## src/rtl/bla_divider.sv

```systemverilog
// Iterative unsigned restoring divider, one quotient bit per clock, trial subtract via 4-bit borrow-lookahead slices.
// Optional divide-by-zero fast path and flag output enabled by defining BLA_DIV_ZERO_EN.
module bla_divider #(
   parameter int WIDTH = 8
) (
   input  logic             clk,
   input  logic             rst,
   input  logic             start,
   input  logic [WIDTH-1:0] dividend,
   input  logic [WIDTH-1:0] divisor,
   output logic             busy,
   output logic             done,
   output logic [WIDTH-1:0] quotient,
   output logic [WIDTH-1:0] remainder
`ifdef BLA_DIV_ZERO_EN
   ,
   output logic             div_by_zero
`endif
);

   localparam int NS = WIDTH / 4;
   localparam int CW = $clog2(WIDTH + 1);

   typedef enum logic [1:0] {IDLE, RUN, DONE} state_t;

   state_t           state, state_nxt;
   logic [WIDTH-1:0] r;
   logic [WIDTH-1:0] q;
   logic [WIDTH-1:0] dsr;
   logic [CW-1:0]    cnt;

   // The partial remainder always fits in WIDTH bits; the extra bit exists only in the shifted operand x.
   logic [WIDTH:0]   x, y, g, p;
   logic [WIDTH-1:0] bvec, trial;
   logic             bin, borrow;

   assign x = {r, q[WIDTH-1]};
   assign y = {1'b0, dsr};
   assign g = ~x & y;
   assign p = ~(x ^ y);

   // NOTE: every variable written here gets a default first, so no latch can be inferred;
   // blocking assignments are correct in combinational logic because bin is reused within the pass.
   always_comb begin
      bvec   = '0;
      bin    = 1'b0;
      borrow = 1'b0;
      for (int s = 0; s < NS; s++) begin
         bvec[4*s]   = bin;
         bvec[4*s+1] = g[4*s] | (p[4*s] & bin);
         bvec[4*s+2] = g[4*s+1] | (p[4*s+1] & g[4*s]) | (p[4*s+1] & p[4*s] & bin);
         bvec[4*s+3] = g[4*s+2] | (p[4*s+2] & g[4*s+1]) | (p[4*s+2] & p[4*s+1] & g[4*s])
                     | (p[4*s+2] & p[4*s+1] & p[4*s] & bin);
         bin         = g[4*s+3] | (p[4*s+3] & g[4*s+2]) | (p[4*s+3] & p[4*s+2] & g[4*s+1])
                     | (p[4*s+3] & p[4*s+2] & p[4*s+1] & g[4*s])
                     | (p[4*s+3] & p[4*s+2] & p[4*s+1] & p[4*s] & bin);
      end
      // Single-bit top stage; its difference bit is zero whenever there is no borrow.
      borrow = g[WIDTH] | (p[WIDTH] & bin);
      trial  = x[WIDTH-1:0] ^ y[WIDTH-1:0] ^ bvec;
   end

   always_comb begin
      state_nxt = state;
      case (state)
         IDLE, DONE: state_nxt = start ? RUN : IDLE;
         RUN:        if (cnt == '0) state_nxt = DONE;
         default:    state_nxt = IDLE;
      endcase
   end

   // NOTE: sequential state uses non-blocking assignments so every register samples pre-edge values.
   always_ff @(posedge clk) begin
      if (rst) state <= IDLE;
      else     state <= state_nxt;
   end

   assign busy = (state == RUN);
   assign done = (state == DONE);

`ifdef BLA_DIV_ZERO_EN
   logic dz;
   assign div_by_zero = done & dz;
`endif

   // RUN steps while cnt != 0; the extra cycle at cnt == 0 publishes the result as DONE is entered.
   always_ff @(posedge clk) begin
      if (rst) begin
         r         <= '0;
         q         <= '0;
         dsr       <= '0;
         cnt       <= '0;
         quotient  <= '0;
         remainder <= '0;
`ifdef BLA_DIV_ZERO_EN
         dz        <= 1'b0;
`endif
      end else begin
         case (state)
            IDLE, DONE: begin
               if (start) begin
                  r   <= '0;
                  q   <= dividend;
                  dsr <= divisor;
                  cnt <= CW'(WIDTH);
`ifdef BLA_DIV_ZERO_EN
                  dz  <= (divisor == '0);
                  if (divisor == '0) begin
                     r   <= dividend;
                     q   <= '1;
                     cnt <= '0;
                  end
`endif
               end
            end
            RUN: begin
               if (cnt != '0) begin
                  r   <= borrow ? x[WIDTH-1:0] : trial;
                  q   <= {q[WIDTH-2:0], ~borrow};
                  cnt <= cnt - CW'(1);
               end else begin
                  quotient  <= q;
                  remainder <= r;
               end
            end
            default: ;
         endcase
      end
   end

endmodule

```

## config.mk

```make
export PLATFORM = sky130hd
export DESIGN_NAME = bla_divider
export DESIGN_NICKNAME = d
export VERILOG_FILES = /design/src/rtl/bla_divider.sv
export SDC_FILE = /design/constraint.sdc
export NUM_CORES = 1
export LEC_CHECK = 0
export CAP_MARGIN = 20
export CELL_PAD_IN_SITES_DETAIL_PLACEMENT = 1
export CELL_PAD_IN_SITES_GLOBAL_PLACEMENT = 2
export CORE_MARGIN = 5
export CORE_UTILIZATION = 39
export DETAILED_ROUTE_END_ITERATION = 8
export DONT_BUFFER_PORTS = 1
export MAX_ROUTING_LAYER = met4
export PLACE_DENSITY = 0.92
export RECOVER_POWER = 50
export SYNTH_ARGS = -nofsm -noshare
export SYNTH_HDL_FRONTEND = slang
export SYNTH_SLANG_ARGS = --single-unit
```

## constraint.sdc

```tcl
create_clock -name clk -period 4.2 [get_ports clk]
set_clock_uncertainty 0.15 [all_clocks]
set_input_delay 0.84 -clock clk [delete_from_list [all_inputs] [get_ports clk]]
set_output_delay 0.84 -clock clk [all_outputs]
set_load 0.02 [all_outputs]
```

==> metrics.txt <==
initial antenna violation count 0; first-pass GRT wire length 8650 um; Primary FF master, synth dfxtp_1; RSZ-0062 raised after global routing false; routed vias/inst 5.23; FMAX 370 MHz; ant diodes 0; vias in the first global route 1695; Data arrival, critical path 2770 ps; final worst-path cycle share 64.4%; CTS tree yes; area delta synth->final 5.84%; Startpoint Class register; clock sink count 46; Synthesized Nets 281; detailed-route via count 1663; Routability Congestion 0.773; Ys Warns 0; Skew-Pair Late Insertion Delay 300 ps; Pwr Density 424 nW/um2; Clock Tree Buf Depth 2; clock-pin slew of the registers on the worst-case setup and hold paths 80 ps; # placed instances 310; Die X 83.7 um; Min Hold Slack 310 ps; pre-CTS WS 1820 ps; fin. max-slew vios 0; Area contributors post-synth dfxtp_1, nand2_1, a21oi_1; ys async rst share 0%; pin slew with the least headroom to its limit 895 ps; Final HPWL DP 3690 um; Post-Synthesis Cells 251; DRT Pass-1 Iters 4; DRC viols 0; Std-Cell Rows 26; layout cells sized above 1 6.45%; setup ws final 1500 ps; endpoint type of the worst setup path register; final WL 4940 um; Rel. slew slack 40.3%; critical path class register to register; Routed Antenna Nets 0; CP max-delay cell nor2_1; initial core utilization 40.7%; CP Cell Sequence inv_1, ha_1, nor3b_1, nor2_1, nor2_1, a211oi_1, a211oi_1; critical path required time 4260 ps; peak supply drop 0.174 mV; number of synthesized register bits 46; final hold vios 0; Final Non-Filler Cells 318; Yosys top cell by area dfxtp_1; Core Util, Final 43.1%; final setup fails 0; Seq/Total Area, Yosys 43.4%; status finished, final reports clean; static leakage 0.789 nW; die area 7010 um2; Congestion Overflow GR 0; IO Port Bufs 0; # IOs 37; cell area after synthesis 2120 um2; worst-path maximum fanout 11; largest net degree at the start of global routing 42; Layout Nets 277; Synth Area per Inst 8.44 um2; MaxCap Viol Count 0; Num CTS Buffers 5; top cell type's share of synthesized area 43.4%; height of the die 83.7 um; cts hold-fix bufs 0; Setup Fix Bufs, Post-CTS 0; EDFF count, synth 0; routed len/inst 15.5 um; Core Area 5200 um2; Hold WC Path Type register to register; Final TNS setup 0 ps; crit-path max cell delay 610 ps; root buf cell clkbuf_8; post-CTS resize count 0; post-layout min period 2700 ps; Total GRT Usage 15.3%; Synth cell types 38; 1st-iter DRT viols 72; # H-tree levels 2
==> kinds of logic (layout without fill, tap and decap cells) <==
family	count (synthesis)	after routing	share of synthesized area, %
compound gates	64	64	19.4
xor+xnor	7	7	2.89
fa+ha+maj	11	11	7.20
buf+inv	26	23	5.19
flops	46	46	43.4
mux	2	2	0.945
simple gates	95	95	20.9
==> power by group <==
part / internal (mW) / leakage (nW) / switching [mW]
logic: 0.0614 / 0.357 / 0.0945
registers: 0.456 / 0.374 / 0.0181
clock network: 0.175 / 0.0579 / 0.148
==> per-layer routing <==
metal	global-route usage [%]	part of all wire [%]	wire, um	up-vias
met1	20.2	48	2370	781
met5	-	0	0	-
li1	-	-	-	845
met4	4.39	0.97	48	0
met3	4.05	5.1	253	7
met2	23.0	46	2270	30
==> path summary, 6_finish.rpt <==
path	from	end	slack [ps]	cells past startpoint
worst max-delay path	cnt[0]	q[7]	1500	7
worst min-delay path	dsr[3]	dsr[3]	310	2
worst max register to register	cnt[0]	q[7]	1500	7
worst min register to register	dsr[3]	dsr[3]	310	2
==> Yosys cell counts (3+ instances only) <==
| cell type | n |
|---|---|
| clkbuf_1 | 6 |
| inv_1 | 14 |
| nor2_1 | 6 |
| nand2_1 | 65 |
| nor2b_1 | 3 |
| dfxtp_1 | 46 |
| ha_1 | 9 |
| xnor2_1 | 5 |
| buf_2 | 4 |
| o311ai_0 | 4 |
| a22oi_1 | 7 |
| a21oi_1 | 38 |
| nand3_1 | 5 |
| nand2b_1 | 4 |
==> cells in the final DEF, fill, tap and decap left out, types with 3 or more instances in the layout <==
cell and n:
nand2_1 65, dfxtp_1 46, a21oi_1 38, inv_1 14, ha_1 9, nor2_1 7
a22oi_1 7, nand3_1 5, xnor2_1 5, clkbuf_8 5, nand2b_1 4, o311ai_0 4
nor2b_1 3
==> worst max-delay path, delay by kind of cell, from the launching register on <==
| family | cells | cell delay, ps |
|---|---|---|
| flops | 1 | 340 |
| simple gates | 3 | 1560 |
| buf+inv | 1 | 70 |
| compound gates | 2 | 340 |
| fa+ha+maj | 1 | 160 |
==> metrics by stage <==
stage	instance area, um2	power, mW
global placement	2160	0.640
CTS	2270	0.971
floorplan	2120	0.624
global route	2240	1.01
detailed placement	2160	0.647
finish	2240	0.952
==> state kept, by name, indices dropped and copies added (netlist names) <==
signal / count
cnt: 4
dsr: 8
q: 8
quotient: 8
r: 8
remainder: 8
state: 2
==> layout make-up <==
type | count | area, um2
inverter | 14 | 52.6
sequential | 46 | 921
clock buffer | 5 | 68.8
timing repair buffer | 1 | 3.75
multi-input combinational | 179 | 1070
tap | 70 | 87.6
fill | 631 | 2960
clock inverter | 3 | 40.0
Note: power is estimated with default switching activity, not from simulation.
